File: config.mk
export PLATFORM = sky130hd
export DESIGN_NAME = wb_bus_master_mux
export DESIGN_NICKNAME = d
export VERILOG_FILES = /design/src/rtl/wb_bus_master_mux.sv
export SDC_FILE = /design/constraint.sdc
export NUM_CORES = 1
export LEC_CHECK = 0
export ABC_AREA = 1
export BUFFER_PORTS_ARGS = -buffer_cell sky130_fd_sc_hd__buf_4
export CORE_AREA = 5 5 113 115
export CTS_BUF_LIST = sky130_fd_sc_hd__clkbuf_16
export DETAILED_ROUTE_END_ITERATION = 10
export DIE_AREA = 0 0 118 120
export SYNTH_ARGS = -nofsm -noshare
export SYNTH_HDL_FRONTEND = slang
export SYNTH_SLANG_ARGS = --single-unit
File: constraint.sdc
create_clock -name clk_i -period 0.9 [get_ports clk_i]
set_input_delay 0 -clock clk_i [delete_from_list [all_inputs] [get_ports clk_i]]
set_output_delay 0 -clock clk_i [all_outputs]
set_load 0.005 [all_outputs]
File: src/rtl/wb_bus_master_mux.sv
// Wishbone bus master mux: sits behind the multi-master arbiter, routes the
// granted master's request to the single slave port and steers ack/err back to
// that master only. An optional bus watchdog aborts strobes that the slave
// never answers, so the arbiter token can move on.
//
// Optional feature macro: WB_BUS_MASTER_MUX_WATCHDOG_EN
//   defined   -> watchdog counter, ABORT state, timeout_cnt_o counts aborts
//   undefined -> IDLE/BUSY only, errors come only from s_err_i,
//                timeout_cnt_o tied to 0, TIMEOUT unused
//
// Debug: state_o exposes the FSM state (0 = IDLE, 1 = BUSY, 2 = ABORT).
//
// Handshake: the slave side is classic Wishbone. A beat completes in any
// cycle where s_stb_o is high and the slave raises s_ack_i or s_err_i; ack/err
// seen while s_stb_o is low are ignored. The strobe is held until then.
module wb_bus_master_mux #(
    parameter int N       = 2,
    parameter int ADDR_W  = 32,
    parameter int DATA_W  = 32,
    parameter int TIMEOUT = 255
) (
    input  logic                     clk_i,
    input  logic                     rst_n_i,
    input  logic [N-1:0]             gnt_i,
    input  logic                     cyc_common_i,
    input  logic [N-1:0]             m_stb_i,
    input  logic [N-1:0]             m_we_i,
    input  logic [N*ADDR_W-1:0]      m_adr_i,
    input  logic [N*DATA_W-1:0]      m_dat_i,
    input  logic [N*(DATA_W/8)-1:0]  m_sel_i,
    output logic [DATA_W-1:0]        m_dat_o,
    output logic [N-1:0]             m_ack_o,
    output logic [N-1:0]             m_err_o,
    output logic                     s_cyc_o,
    output logic                     s_stb_o,
    output logic                     s_we_o,
    output logic [ADDR_W-1:0]        s_adr_o,
    output logic [DATA_W-1:0]        s_dat_o,
    output logic [DATA_W/8-1:0]      s_sel_o,
    input  logic [DATA_W-1:0]        s_dat_i,
    input  logic                     s_ack_i,
    input  logic                     s_err_i,
    output logic [7:0]               timeout_cnt_o,
    output logic [1:0]               state_o
);

    localparam int SEL_W = DATA_W / 8;
    localparam int IDX_W = (N > 1) ? $clog2(N) : 1;

`ifdef WB_BUS_MASTER_MUX_WATCHDOG_EN
    typedef enum logic [1:0] {
        ST_IDLE  = 2'd0,
        ST_BUSY  = 2'd1,
        ST_ABORT = 2'd2
    } state_t;
`else
    typedef enum logic [1:0] {
        ST_IDLE  = 2'd0,
        ST_BUSY  = 2'd1
    } state_t;
`endif

    state_t           state_q;
    state_t           state_d;
    logic [IDX_W-1:0] sel_idx;
    logic [N-1:0]     sel_oh;
    logic             in_abort;
    logic             bus_cyc;
    logic             bus_stb;
    logic             wd_fire;

    // Master select: the lowest set grant bit wins if the grant is not one-hot.
    always_comb begin
        sel_idx = '0;
        sel_oh  = '0;
        for (int i = N - 1; i >= 0; i--) begin
            if (gnt_i[i]) begin
                sel_idx = IDX_W'(i);
            end
        end
        sel_oh[sel_idx] = 1'b1;
    end

`ifdef WB_BUS_MASTER_MUX_WATCHDOG_EN
    // Counter only has to reach TIMEOUT-1, the cycle in which it fires.
    localparam int WD_W = $clog2(TIMEOUT);

    logic [WD_W-1:0] wd_cnt_q;
    logic [7:0]      to_cnt_q;
    logic            wd_clear;

    assign in_abort = (state_q == ST_ABORT);

    // Watchdog fire: the TIMEOUTth unanswered strobe cycle in BUSY; a slave
    // response in that same cycle takes priority.
    always_comb begin
        wd_fire  = (state_q == ST_BUSY) && bus_stb && !s_ack_i && !s_err_i &&
                   (wd_cnt_q == WD_W'(TIMEOUT - 1));
        wd_clear = (state_q != ST_BUSY) || !bus_stb || s_ack_i || s_err_i || wd_fire;
    end

    // Watchdog counter: counts consecutive unanswered strobe cycles of one beat.
    always_ff @(posedge clk_i or negedge rst_n_i) begin
        if (!rst_n_i) begin
            wd_cnt_q <= '0;
        end else if (wd_clear) begin
            wd_cnt_q <= '0;
        end else begin
            wd_cnt_q <= wd_cnt_q + 1'b1;
        end
    end

    // Abort counter: saturates at 255 so software can tell "many" from wrap.
    always_ff @(posedge clk_i or negedge rst_n_i) begin
        if (!rst_n_i) begin
            to_cnt_q <= '0;
        end else if (wd_fire && (to_cnt_q != 8'hFF)) begin
            to_cnt_q <= to_cnt_q + 8'd1;
        end
    end

    assign timeout_cnt_o = to_cnt_q;
`else
    assign in_abort      = 1'b0;
    assign wd_fire       = 1'b0;
    assign timeout_cnt_o = 8'd0;
`endif

    // Bus cycle/strobe as seen by the slave; ABORT holds both low.
    always_comb begin
        bus_cyc = !in_abort && cyc_common_i;
        bus_stb = bus_cyc && m_stb_i[sel_idx];
    end

    // State register.
    always_ff @(posedge clk_i or negedge rst_n_i) begin
        if (!rst_n_i) begin
            state_q <= ST_IDLE;
        end else begin
            state_q <= state_d;
        end
    end

    // Next state: track the arbiter's cycle; a watchdog fire parks us in
    // ABORT until the master drops cyc.
    always_comb begin
        state_d = state_q;
        unique case (state_q)
            ST_IDLE: begin
                if (cyc_common_i) begin
                    state_d = ST_BUSY;
                end
            end
            ST_BUSY: begin
                if (wd_fire) begin
`ifdef WB_BUS_MASTER_MUX_WATCHDOG_EN
                    state_d = ST_ABORT;
`else
                    state_d = ST_BUSY;
`endif
                end else if (!cyc_common_i) begin
                    state_d = ST_IDLE;
                end
            end
`ifdef WB_BUS_MASTER_MUX_WATCHDOG_EN
            ST_ABORT: begin
                if (!cyc_common_i) begin
                    state_d = ST_IDLE;
                end
            end
`endif
            default: state_d = ST_IDLE;
        endcase
    end

    // Output routing; everything is forced low while reset is held so a reset
    // in the middle of a cycle drops the slave strobe at once.
    always_comb begin
        s_cyc_o = 1'b0;
        s_stb_o = 1'b0;
        s_we_o  = 1'b0;
        s_adr_o = '0;
        s_dat_o = '0;
        s_sel_o = '0;
        m_dat_o = '0;
        m_ack_o = '0;
        m_err_o = '0;
        if (rst_n_i) begin
            s_cyc_o = bus_cyc;
            s_stb_o = bus_stb;
            s_we_o  = m_we_i[sel_idx];
            s_adr_o = m_adr_i[int'(sel_idx) * ADDR_W +: ADDR_W];
            s_dat_o = m_dat_i[int'(sel_idx) * DATA_W +: DATA_W];
            s_sel_o = m_sel_i[int'(sel_idx) * SEL_W +: SEL_W];
            m_dat_o = s_dat_i;
            if (!in_abort) begin
                m_ack_o = (s_ack_i && bus_stb) ? sel_oh : '0;
                m_err_o = ((s_err_i && bus_stb) || wd_fire) ? sel_oh : '0;
            end
        end
    end

    assign state_o = state_q;

endmodule

==> metrics, run 1 <==
top_reg_cell synth dfrtp_1; Rows 40; Max VDD drop a little under 0.3 mV; crit start category primary input; critical path type in2out; Post-synth EDFFs 0; nets 771; Overall Power approximately 1.7 mW; Largest register FFs 1; DRT Pass-1 Iters 4; initial antenna violation count 1; cell taking the most area after synthesis inv_1; via count about 2,900; DP Worst Slack -0.0327 ns; area share of the largest cell type after synthesis about a quarter; first-pass GRT wire length ~14 mm; cell mode on critical path buf_4; Crit path largest cell delay 0.19 ns; HPWL after DPL 7.88 mm; asr flop ratio synth between 90% and 100%; Tmin final 0.802 ns; starting density of the core 13.9%; Seq. cell area about 25 um^2; setup TNS 0 ns; clock-pin slew on the worst setup and hold paths 0 ns; RD Place Congestion 0.789; Yosys cell types 16; Post-Synthesis Cells 325; post-synthesis register bit count 1; final antenna-violating net count 0; Antenna Cells 0; endpoint type of the worst setup path output port; grt total ovfl 0; final wirelength 9.14 mm; Syn Area/Cell 4.99 um^2; area of the multi-input gates 978 um^2; cell with the most instances after synthesis inv_1; Area contributors post-synth inv_1, nand3_1, o21ai_1; initial DRC count 84; status finished clean; cts hold-fix bufs 0; Die Ht 120 um; RSZ-0062 raised after global routing no; largest net degree at the start of global routing 62; IO buf count between 200 and 300; final hold vios 0; Max Cap Viol 0; LEAKAGE 2.49 nW; final count of pins violating max slew 0; Critical Path, Cell by Cell buf_4 > nand2_2 > buf_12 > nand2_1 > nor2_1 > buf_4; final instance area just under 4000 um^2; vias in the first global route 2,653; Via-to-Cell Ratio 3.87; part of the Yosys area used for sequential elements 1.54%; Final Setup Violations 0; Req. time, crit path 0.90 ns; die area 14,200 um^2; mapped cell area about 1600 um^2; GRT Total Usage between 10 and 15%; Die Wd 118 um; average wire per standard cell 12.4 um; Hold WC Path Type in2async; synth cell count leaders inv_1, nand3_1, o21ai_1, nand2_1, o21ai_2; layout cells sized above 1 52.9%; # fillers 1,296; I/O Pins ~300; Crit-path slowest cell buf_12; maximum fanout along the worst path 29; Final WS setup 0.0980 ns; core area 11,700 um^2; Fmax 1250 MHz; number of remaining DRC errors 0; period utilization 89.1%; Post-CTS Setup Repair Bufs 0; P&R area growth vs syn 137%; CP arrival 0.80 ns; Yosys warnings 0; placed standard-cell area a little under 4000 um^2; Power Density around 450 nW/um^2; WHS slightly above 0.06 ns
[path summary, 6_finish.rpt]
path / start / to / slack [ns]
worst max-delay path: gnt_i[1] / m_ack_o[0] / 0.1
max in group asynchronous: rst_n_i / state_o[0]$_DFFE_PN0P_ / 0.63
worst min-delay path: rst_n_i / state_o[0]$_DFFE_PN0P_ / 0.06
min in group clk_i: cyc_common_i / state_o[0]$_DFFE_PN0P_ / 0.17
[layout by cell type (no fill, tap or decap)]
master	instances
and3_1	1
buf_12	6
buf_4	287
conb_1	9
dfrtp_1	1
inv_1	102
inv_2	1
nand2_1	35
nand2_2	2
nand3_1	72
nand3_4	1
nor2_1	4
o21ai_1	54
o21ai_2	15
[what timing repair did]
| item | 4_1_cts | 5_1_grt |
|---|---|---|
| resized for setup | 2 | 1 |
| hold endpoints to repair | 0 | 0 |
| endpoints found under the setup margin | 6 | 15 |
[worst max-delay path, delay by kind of cell]
| kind | cells | cell delay (ns) |
|---|---|---|
| buf+inv | 3 | 0.44 |
| simple gates | 3 | 0.35 |
[cells by family (layout without fill, tap and decap cells)]
logic type	Yosys count	count (layout)	synth area share, %
buf+inv	139	396	40.2
simple gates	115	115	33.3
compound gates	69	69	24.7
other cells	1	9	0.231
flops	1	1	1.54
[metal layers]
| layer | share of wire, % | GRT usage, % | vias to the layer above |
|---|---|---|---|
| li1 | - | - | 1501 |
| met1 | 39 | 13.0 | 1201 |
| met2 | 51 | 21.1 | 146 |
| met3 | 9.6 | 3.25 | 4 |
| met4 | 0.19 | 0.0717 | 2 |
| met5 | 0.14 | 0 | - |
[cell type report]
class                   instances  share of cell area [%]
inverters                     103                    10.0
multi-input cells             193                    25.4
well taps                     147                    4.78
repair buffers                293                    59.1
flip-flops and latches          1                   0.650
[power breakdown]
| group | internal [mW] | total, mW | switching [mW] |
|---|---|---|---|
| combinational | 1.05 | 1.70 | 0.653 |
| clock | 0 | 0 | 0 |
| sequential | 0.0481 | 0.0491 | 0.00104 |
| total | 1.10 | 1.75 | 0.654 |
[stage by stage]
stage | util, % | std cells
after global placement | 32.8 | 737
after floorplan | - | 333
after CTS | 32.9 | 737
after global routing | 32.9 | 737
after detailed placement | 32.8 | 737
final | 32.9 | 737
No activity file was read; power rests on OpenSTA's default activity.
==> run 2: changes to the inputs <==
Settings changed: ABC_AREA 1 to not set, BUFFER_PORTS_ARGS -buffer_cell sky130_fd_sc_hd__buf_4 to not set, CORE_AREA 5 5 113 115 to 5 5 111 113, DIE_AREA 0 0 118 120 to 0 0 116 118, DONT_BUFFER_PORTS set to 1.
==> run 2 against run 1 <==
Final cell count is 44% lower. Global-route usage is 1.7 points lower. Synthesized area is 4.1% higher. Via count is 33% lower. Setup slack worse by 0.00051 ns. Combinational power is 59% lower. Sequential power is 3% higher. Critical endpoint is now m_err_o[0]. Highest routed layer is now met4.
==> metrics, run 2 <==
status finished clean (unchanged); LEAKAGE 0.721 nW (was 2.49 nW); synth cell count leaders nand2_1, a21boi_2, and2_1, a21boi_1, buf_2 (was inv_1, nand3_1, o21ai_1, nand2_1, o21ai_2); core area 11,200 um^2 (was 11,700 um^2); Post-Synthesis Cells 292 (was 325); post-synthesis register bit count 1 (unchanged); RD Place Congestion 0.803 (was 0.789); critical path type in2out (unchanged); endpoint type of the worst setup path output port (unchanged); Largest register FFs 1 (unchanged); vias in the first global route 1,680 (was 2,653); P&R area growth vs syn 6.52% (was 137%); mapped cell area 1690 um^2 (was 1620 um^2); largest net degree at the start of global routing 106 (was 62); initial DRC count 65 (was 84); Syn Area/Cell 5.78 um^2 (was 4.99 um^2); Max VDD drop 0.192 mV (was 0.297 mV); Die Ht 118 um (was 120 um); Via-to-Cell Ratio 4.62 (was 3.87); first-pass GRT wire length 10.4 mm (was 13.5 mm); Tmin final 0.802 ns (about the same); starting density of the core 15.1% (was 13.9%); final count of pins violating max slew 0 (unchanged); # fillers 1,296 (unchanged); WHS Endpoint state_o[0]$_DFFE_PN0P_; Power Density 412 nW/um^2 (was 455 nW/um^2); cell taking the most area after synthesis nand2_1 (was inv_1); Antenna Cells 0 (unchanged); nets 451 (was 771); Die Wd 116 um (was 118 um); CP arrival 0.80 ns (about the same); min-delay src cyc_common_i; DP Worst Slack 0.0875 ns (was -0.0327 ns); IO buf count 0 (was 286); cell with the most instances after synthesis nand2_1 (was inv_1); Layout Utilization 16.0% (was 32.9%); period utilization 89.2% (was 89.1%); final hold vios 0 (unchanged); setup TNS 0 ns (unchanged); maximum fanout along the worst path 40 (was 29); Post-synth EDFFs 0 (unchanged); asr flop ratio synth 100% (unchanged); RSZ-0062 raised after global routing no (unchanged); HPWL after DPL 6.74 mm (was 7.88 mm); Max Cap Viol 0 (unchanged); Yosys warnings 0 (unchanged); crit start category primary input (unchanged); part of the Yosys area used for sequential elements 1.48% (was 1.54%); DRT Pass-1 Iters 4 (unchanged); Hold WC Path Type in2reg (was in2async); Seq. cell area 25.0 um^2 (unchanged); top_reg_cell synth dfrtp_1 (unchanged); Finished Layout Cells 413 (was 737); area share of the largest cell type after synthesis 31.6% (was 23.8%); number of remaining DRC errors 0 (unchanged); Area contributors post-synth nand2_1, a21boi_2, a21boi_1 (was inv_1, nand3_1, o21ai_1); final wirelength 7.73 mm (was 9.14 mm); GRT Total Usage 9.43% (was 11.1%); Final Setup Violations 0 (unchanged); most common cell after layout, fill and taps aside nand2_1 (was buf_4); area of the multi-input gates 1500 um^2 (was 978 um^2); cts repair resizes 0 (was 2); commonest non-fill, non-tap cells in the layout nand2_1, a21boi_2, and2_1, a21boi_1, conb_1 (was buf_4, inv_1, nand3_1, o21ai_1, nand2_1); average wire per standard cell 18.7 um (was 12.4 um); layout cells sized above 1 17.8% (was 52.9%); Rows 39 (was 40); grt total ovfl 0 (unchanged); I/O Pins 296 (unchanged); Post-CTS Setup Repair Bufs 0 (unchanged); Yosys cell types 14 (was 16); Final WS setup 0.0975 ns (was 0.0980 ns); via count 1,909 (was 2,854); clock-pin slew on the worst setup and hold paths 0 ns (about the same); initial antenna violation count 0 (was 1); WHS Path Cells 0; WHS 0.0324 ns (was 0.0622 ns); Placed Instances 412 (was 737); Fmax 1250 MHz (about the same); Req. time, crit path 0.90 ns (about the same); final antenna-violating net count 0 (unchanged); die area 13,700 um^2 (was 14,200 um^2)
==> run 2: cell count changes after synthesis, moves of 2 or more <==
cell	before	now
nand2_1	36	142
inv_1	103	0
a21boi_2	0	40
o21ai_2	15	0
nor2_1	4	2
a21boi_1	0	30
nor2b_1	0	2
clkbuf_1	1	11
nand3_1	72	1
buf_6	9	0
and2_1	0	33
o21ai_1	53	0
==> run 2: critical path, cell delays in order <==
cell and delay [ns]:
nand2b_2 0.18, buf_12 0.17, and3_1 0.21, and3_1 0.21
==> run 2: kinds of logic after synthesis <==
logic type / count (synthesis) / share of synthesized area [%]
AOI/OAI and AO/OA: 70 / 40.0
buffers and inverters: 37 / 11.9
and+or+nand+nor: 183 / 46.4
other: 1 / 0.222
DFF: 1 / 1.48
==> run 2: worst max path at each step <==
stage	endpoint	from	depth (start not counted)	slack [ns]
2_1_floorplan	s_adr_o[31]	gnt_i[1]	5	0.29
3_3_place_gp	s_stb_o	gnt_i[1]	5	0.09
3_5_place_dp	s_stb_o	gnt_i[1]	5	0.09
4_1_cts	s_stb_o	gnt_i[1]	5	0.09
5_1_grt	s_stb_o	gnt_i[1]	5	0.04
6_report	m_err_o[0]	gnt_i[0]	4	0.1
==> run 2: where the power goes <==
part           leakage (nW)  internal, mW  switching (mW)
clock network             0             0               0
registers            0.0117        0.0481         0.00255
logic                 0.709         0.300           0.390
==> run 2: repair_timing <==
item / 4_1_cts / 5_1_grt
hold buffers: 1 / 0
endpoints found under the setup margin: 0 / 0
endpoints found under the hold margin: 1 / 0
==> run 2: stage by stage <==
step,power [mW],cell area (um^2)
3_5_place_dp,0.746,1790
3_3_place_gp,0.745,1790
6_report,0.741,1800
5_1_grt,0.819,1800
4_1_cts,0.754,1800
2_1_floorplan,0.689,1720
==> run 2: area by class of cell <==
class                   instances  area share (%)
multi-input cells             262            83.5
well taps                     143            9.94
repair buffers                  7            5.15
flip-flops and latches          1            1.39
==> run 2: routing by layer <==
layer,global-route usage (%),up-vias,wire (um)
met5,0,-,0
met4,0,0,14
met3,2.42,4,1040
met2,18.5,182,4080
met1,10.6,862,2590
li1,-,861,-
